[src/rtl/grid_pkg.sv]
`default_nettype none
// ============================================================================
//  Module      : grid_pkg
//  Description : Shared types and constants for the grid move scheduler:
//                direction codes, coordinate width, default clamp limit and
//                the scheduler FSM state encoding.
//  Revision    : 1.0 - initial release
// ============================================================================
package grid_pkg;

    localparam int POS_W        = 5;
    localparam int GRID_MAX_DEF = 15;

    localparam logic [1:0] DIR_EAST  = 2'b00;
    localparam logic [1:0] DIR_WEST  = 2'b01;
    localparam logic [1:0] DIR_NORTH = 2'b10;
    localparam logic [1:0] DIR_SOUTH = 2'b11;

    typedef enum logic [0:0] {
        ST_IDLE = 1'b0,
        ST_EXEC = 1'b1
    } state_t;

endpackage : grid_pkg
`default_nettype wire

[src/rtl/five_bit_as.sv]
`default_nettype none
// ============================================================================
//  Module      : five_bit_as
//  Description : 5-bit adder/subtractor. opcode 0 adds, opcode 1 subtracts
//                (a + ~b + 1). carry is the raw carry out, over is the
//                two's-complement overflow flag.
//  Revision    : 1.0 - initial release
// ============================================================================
module five_bit_as (
    input  logic [4:0] a,
    input  logic [4:0] b,
    input  logic       opcode,
    output logic [4:0] out,
    output logic       carry,
    output logic       over
);

    logic [4:0] w_b;

    // Invert b for subtraction and feed opcode in as the carry-in
    always_comb begin
        w_b          = opcode ? ~b : b;
        {carry, out} = {1'b0, a} + {1'b0, w_b} + {5'b0_0000, opcode};
        over         = (a[4] == w_b[4]) && (out[4] != a[4]);
    end

endmodule : five_bit_as
`default_nettype wire

[src/rtl/grid_move_scheduler.sv]
`default_nettype none
// ============================================================================
//  Module      : grid_move_scheduler
//  Description : Round-robin arbitration of move commands from NREQ
//                requesters onto one shared add/subtract unit that updates a
//                clamped X/Y grid position. One move per two cycles.
//  Revision    : 1.0 - initial release
// ============================================================================
module grid_move_scheduler
    import grid_pkg::*;
#(
    parameter int NREQ     = 2,
    parameter int GRID_MAX = GRID_MAX_DEF
) (
    input  logic                    clk,
    input  logic                    rst,
    input  logic [NREQ-1:0]         req_valid,
    input  logic [2*NREQ-1:0]       req_dir,
    input  logic [2*NREQ-1:0]       req_steps,
    output logic [NREQ-1:0]         req_ready,
    output logic                    resp_valid,
    output logic [$clog2(NREQ)-1:0] resp_id,
    output logic                    resp_sat,
    output logic [POS_W-1:0]        outx,
    output logic [POS_W-1:0]        outy,
    output logic                    busy
);

    localparam int                ID_W       = $clog2(NREQ);
    localparam logic [POS_W-1:0]  C_GRID_MAX = POS_W'(GRID_MAX);

    state_t             state_q, state_d;
    logic [ID_W-1:0]    rr_ptr_q, rr_ptr_d;
    logic [1:0]         op_dir_q, op_dir_d;
    logic [1:0]         op_steps_q, op_steps_d;
    logic [ID_W-1:0]    op_id_q, op_id_d;
    logic [POS_W-1:0]   outx_q, outx_d;
    logic [POS_W-1:0]   outy_q, outy_d;
    logic               resp_valid_q, resp_valid_d;
    logic [ID_W-1:0]    resp_id_q, resp_id_d;
    logic               resp_sat_q, resp_sat_d;

    logic               w_found;
    logic [ID_W-1:0]    w_grant;
    logic [ID_W-1:0]    w_rr_next;
    logic [1:0]         w_sel_dir;
    logic [1:0]         w_sel_steps;
    logic               w_axis_y;
    logic               w_opc;
    logic [POS_W-1:0]   w_a;
    logic [POS_W-1:0]   w_b;
    logic [POS_W-1:0]   w_sum;
    logic               w_carry;
    logic               w_over;
    logic [POS_W-1:0]   w_clamped;
    logic               w_sat;

    // Round-robin search: first valid requester at or after rr_ptr, wrapping.
    // Scanning from the far end lets the closest candidate win last.
    always_comb begin
        int idx;
        int nxt;
        idx       = 0;
        nxt       = 0;
        w_found   = 1'b0;
        w_grant   = '0;
        for (int k = NREQ - 1; k >= 0; k--) begin
            idx = int'(rr_ptr_q) + k;
            if (idx >= NREQ) begin
                idx = idx - NREQ;
            end
            if (req_valid[ID_W'(idx)]) begin
                w_found = 1'b1;
                w_grant = ID_W'(idx);
            end
        end
        nxt = int'(w_grant) + 1;
        if (nxt >= NREQ) begin
            nxt = 0;
        end
        w_rr_next = ID_W'(nxt);
    end

    // Pick the granted requester's command fields
    always_comb begin
        w_sel_dir   = 2'b00;
        w_sel_steps = 2'b00;
        for (int i = 0; i < NREQ; i++) begin
            if (ID_W'(i) == w_grant) begin
                w_sel_dir   = req_dir[2*i +: 2];
                w_sel_steps = req_steps[2*i +: 2];
            end
        end
    end

    // One-hot accept, only in IDLE and never while reset is asserted
    always_comb begin
        req_ready = '0;
        if (!rst && (state_q == ST_IDLE) && w_found) begin
            req_ready[w_grant] = 1'b1;
        end
    end

    // Shared datapath operands come only from the latched op, never the ports
    always_comb begin
        w_axis_y = (op_dir_q == DIR_NORTH) || (op_dir_q == DIR_SOUTH);
        w_opc    = (op_dir_q == DIR_WEST)  || (op_dir_q == DIR_SOUTH);
        w_a      = w_axis_y ? outy_q : outx_q;
        w_b      = {{(POS_W-2){1'b0}}, op_steps_q};
    end

    five_bit_as u_as (
        .a      (w_a),
        .b      (w_b),
        .opcode (w_opc),
        .out    (w_sum),
        .carry  (w_carry),
        .over   (w_over)
    );

    // Clamp: adds saturate at GRID_MAX, subtracts that go negative stop at 0
    always_comb begin
        w_clamped = w_sum;
        w_sat     = 1'b0;
        if (!w_opc) begin
            if (w_carry || (w_sum > C_GRID_MAX)) begin
                w_clamped = C_GRID_MAX;
                w_sat     = 1'b1;
            end
        end else if (w_sum[POS_W-1] ^ w_over) begin
            w_clamped = '0;
            w_sat     = 1'b1;
        end
    end

    // FSM next-state and registered-output next values
    always_comb begin
        state_d      = state_q;
        rr_ptr_d     = rr_ptr_q;
        op_dir_d     = op_dir_q;
        op_steps_d   = op_steps_q;
        op_id_d      = op_id_q;
        outx_d       = outx_q;
        outy_d       = outy_q;
        resp_valid_d = 1'b0;
        resp_id_d    = resp_id_q;
        resp_sat_d   = resp_sat_q;
        case (state_q)
            ST_IDLE: begin
                if (w_found) begin
                    op_dir_d   = w_sel_dir;
                    op_steps_d = w_sel_steps;
                    op_id_d    = w_grant;
                    rr_ptr_d   = w_rr_next;
                    state_d    = ST_EXEC;
                end
            end
            ST_EXEC: begin
                if (w_axis_y) begin
                    outy_d = w_clamped;
                end else begin
                    outx_d = w_clamped;
                end
                resp_valid_d = 1'b1;
                resp_id_d    = op_id_q;
                resp_sat_d   = w_sat;
                state_d      = ST_IDLE;
            end
            default: begin
                state_d = ST_IDLE;
            end
        endcase
    end

    // State and output registers with synchronous reset
    always_ff @(posedge clk) begin
        if (rst) begin
            state_q      <= ST_IDLE;
            rr_ptr_q     <= '0;
            op_dir_q     <= 2'b00;
            op_steps_q   <= 2'b00;
            op_id_q      <= '0;
            outx_q       <= '0;
            outy_q       <= '0;
            resp_valid_q <= 1'b0;
            resp_id_q    <= '0;
            resp_sat_q   <= 1'b0;
        end else begin
            state_q      <= state_d;
            rr_ptr_q     <= rr_ptr_d;
            op_dir_q     <= op_dir_d;
            op_steps_q   <= op_steps_d;
            op_id_q      <= op_id_d;
            outx_q       <= outx_d;
            outy_q       <= outy_d;
            resp_valid_q <= resp_valid_d;
            resp_id_q    <= resp_id_d;
            resp_sat_q   <= resp_sat_d;
        end
    end

    assign resp_valid = resp_valid_q;
    assign resp_id    = resp_id_q;
    assign resp_sat   = resp_sat_q;
    assign outx       = outx_q;
    assign outy       = outy_q;
    assign busy       = (state_q == ST_EXEC);

endmodule : grid_move_scheduler
`default_nettype wire

[config.mk]
export PLATFORM = sky130hd
export DESIGN_NAME = grid_move_scheduler
export DESIGN_NICKNAME = d
export VERILOG_FILES = /design/src/rtl/grid_pkg.sv /design/src/rtl/five_bit_as.sv /design/src/rtl/grid_move_scheduler.sv
export SDC_FILE = /design/constraint.sdc
export NUM_CORES = 1
export LEC_CHECK = 0
export CORE_ASPECT_RATIO = 1.75
export CORE_MARGIN = 5
export CORE_UTILIZATION = 44
export CTS_CLUSTER_DIAMETER = 150
export DETAILED_ROUTE_END_ITERATION = 16
export PLACE_DENSITY = 0.73
export SLEW_MARGIN = 20
export SYNTH_ARGS = -nofsm -noshare
export SYNTH_HDL_FRONTEND = slang
export SYNTH_SLANG_ARGS = --single-unit
[constraint.sdc]
create_clock -name clk -period 3.43 [get_ports clk]
set_clock_uncertainty 0.2 [all_clocks]
set_input_delay 0.686 -clock clk [delete_from_list [all_inputs] [get_ports clk]]
set_output_delay 0.686 -clock clk [all_outputs]
set_load 0.005 [all_outputs]
==> impl_metrics.yaml <==
setup_path:
  path_max_fanout: 10
  crit_path_start_kind: "register"
  crit_required_ns: 3.40
  end_kind: "register"
  worst_ep_arrival_time_ns: 2.98
  critPathKind: "reg2reg"
  rr_worst_depth: 9
timing:
  slew-limit-headroom_pct: 56.9
  setup_viol: 0
  worst_slew_pin_slew_ns: 0.645
  fmax_ghz: 0.332
  period_minus_slack_ns: 3.01
  hold_viol_final: 0
  period_share_pct: 87.7
  tns_ns: 0
  maxSlewViolCount: 0
  rsz0062_at_grt: "no"
hold_path:
  hold_class: "reg2reg"
  hold_depth: 2
pwr:
  pwr-share-clk_pct: 31.6
  p_int_mw: 0.417
  switchingPower_mw: 0.155
  power.total_mw: 0.573
  power_switching_share_pct: 27.1
  p_per_area_mw_per_mm2: 406
  pwr-share-comb_pct: 22.1
  ir_drop_v: 0.000265
  power_frac_seq_pct: 46.3
  p_leak_nw: 0.520
grt:
  grt_pass1_vias: 977
  grt_pass1_wl_um: 4050
  track_usage_pct: 15.0
  antenna_found_initial: 0
  grt-ovfl-total: 0
  grt_max_degree: 17
die:
  die_area_sq_mm: 0.00364
  coreArea_sq_mm: 0.00246
  die_y_um: 76.2
  start_util_pct: 44.7
  rows: 24
  ios: 28
  die_width_um: 47.8
detailed_routing:
  drc_errors: 0
  routed_wl_um: 2330
  ant_nets: 0
  vias_per_cell: 5.49
  drtIter0Drc: 5
  vias: 955
  wl_per_cell_um: 13.4
  dr.pass1.iters: 3
synth:
  synth_nets: 144
  synth.most_common_cell: "dfxtp_1"
  synth_seq_area_share_pct: 36.4
  synth_top_area_cell: "dfxtp_1"
  yosysWarnings: 0
  ys_top_cells_by_count: "dfxtp_1, nor2_1, a211oi_1"
  synthFlopType: "dfxtp_1"
  ys_ff_latch: 20
  synth_area_sq_mm: 0.00110
  synth_top_cell_area_share_pct: 36.4
  syn_avg_cell_area_sq_um: 8.67
  yosysUniqueCellTypes: 33
  synthArstFlopShare_pct: 0
  synth_cells: 127
  synth_area_leaders: "dfxtp_1, a211oi_1, mux2i_1"
  synth_edf_count: 0
clock_tree:
  htree_levels: 1
  clock_latency_ns: 0.26
  cts_tree: "yes"
  clock_tree.buffer_depth: 2
  clkTransAtPathRegs_ns: 0.07
  post_cts_resized: 0
  cts_buffers: 3
  cts_root_buffer: "clkbuf_8"
  cts_setup_buffers: 0
  cts_hold_buf: 0
  cts.sinks: 20
layout:
  fin_nets: 166
  regArea_sq_um: 400
  n_antenna_cell: 0
  area_growth_pct: 28.1
  nFillCells: 223
  drive_gt1_share_pct: 6.76
  multi_input_comb_area_sq_um: 628
place:
  dp_hpwl_um: 1880
  portBuffers: 26
  place.gp.congestion: 0.744
job:
  maxCapViolCount: 0
outcome:
  status: "completed"
-- critical path, cell delays in order, from the launching register on --
cell and delay (ns):
dfxtp_1 0.57, mux2i_1 0.24, nand2_1 0.10, o21ai_0 0.10, fa_1 0.43, nor2b_1 0.16
o21ai_0 0.17, a32oi_1 0.49, a31oi_1 0.19, o31ai_1 0.26
-- per-layer routing --
| layer | up-vias | track usage [%] | wire [um] |
|---|---|---|---|
| li1 | 487 | - | - |
| met1 | 441 | 14.6 | 817 |
| met3 | 4 | 2.60 | 125 |
| met5 | - | 0 | 0 |
| met2 | 23 | 26.3 | 1320 |
| met4 | 0 | 9.43 | 63 |
-- kinds of logic after synthesis --
group,count (synthesis),share of synthesized area (%)
compound gates,30,19.3
xor+xnor,4,3.18
fa+ha+maj,5,6.36
buf+inv,17,6.59
flops,20,36.4
mux,10,9.55
simple gates,41,18.6
-- placed cells by master, fill, tap and decap left out, types with 4 or more instances in the layout --
cell and instances:
nor2b_1 4, nor2_1 15, mux2_2 4, a211oi_1 10, ha_1 4, mux2i_1 6
clkdlybuf4s50_1 26, dfxtp_1 20, xnor2_1 4, clkbuf_8 4, inv_1 7, a21oi_1 7
nand2_1 7
-- power groups by stage --
stage	registers, mW	clock network, mW	logic [mW]
2_1_floorplan	0.258	0	0.0981
3_3_place_gp	0.270	0	0.123
3_5_place_dp	0.271	0	0.128
4_1_cts	0.266	0.186	0.128
5_1_grt	0.268	0.197	0.145
6_report	0.265	0.181	0.127
-- layout make-up --
class,instances,share of cell area (%)
clock buffers,4,3.90
inverters,7,1.86
multi-input cells,90,44.5
flip-flops and latches,20,28.4
well taps,26,2.31
repair buffers,27,19.0
-- flip-flops by register name (all words and copies together), names as in the netlist --
name	flops
outx	5
outy	5
op_dir_q	2
op_steps_q	2
busy	1
op_id_q	1
resp_id	1
resp_sat	1
resp_valid	1
rr_ptr_q	1
-- final timing paths --
kind,start,slack [ns],endpoint
setup / recovery,op_dir_q[1]$_SDFFE_PP0P_,0.42,outy[3]$_SDFFE_PP0P_
hold reg to reg,op_id_q$_SDFFE_PP0P_,0.27,op_id_q$_SDFFE_PP0P_
hold / removal,op_id_q$_SDFFE_PP0P_,0.27,op_id_q$_SDFFE_PP0P_
setup reg to reg,op_dir_q[1]$_SDFFE_PP0P_,0.42,outy[3]$_SDFFE_PP0P_
-- metrics by stage --
step	hold slack (ns)	setup WS [ns]	area (sq um)	std cells	util (%)
4_1_cts	0.272	0.381	1410	174	57.3
5_1_grt	0.282	0.0772	1410	174	57.3
6_report	0.269	0.420	1410	174	57.3
2_1_floorplan	0.236	1.00	1100	127	-
3_5_place_dp	0.262	0.408	1360	170	55.0
3_3_place_gp	0.255	0.458	1360	170	55.0
(Power assumes the default switching activity.)
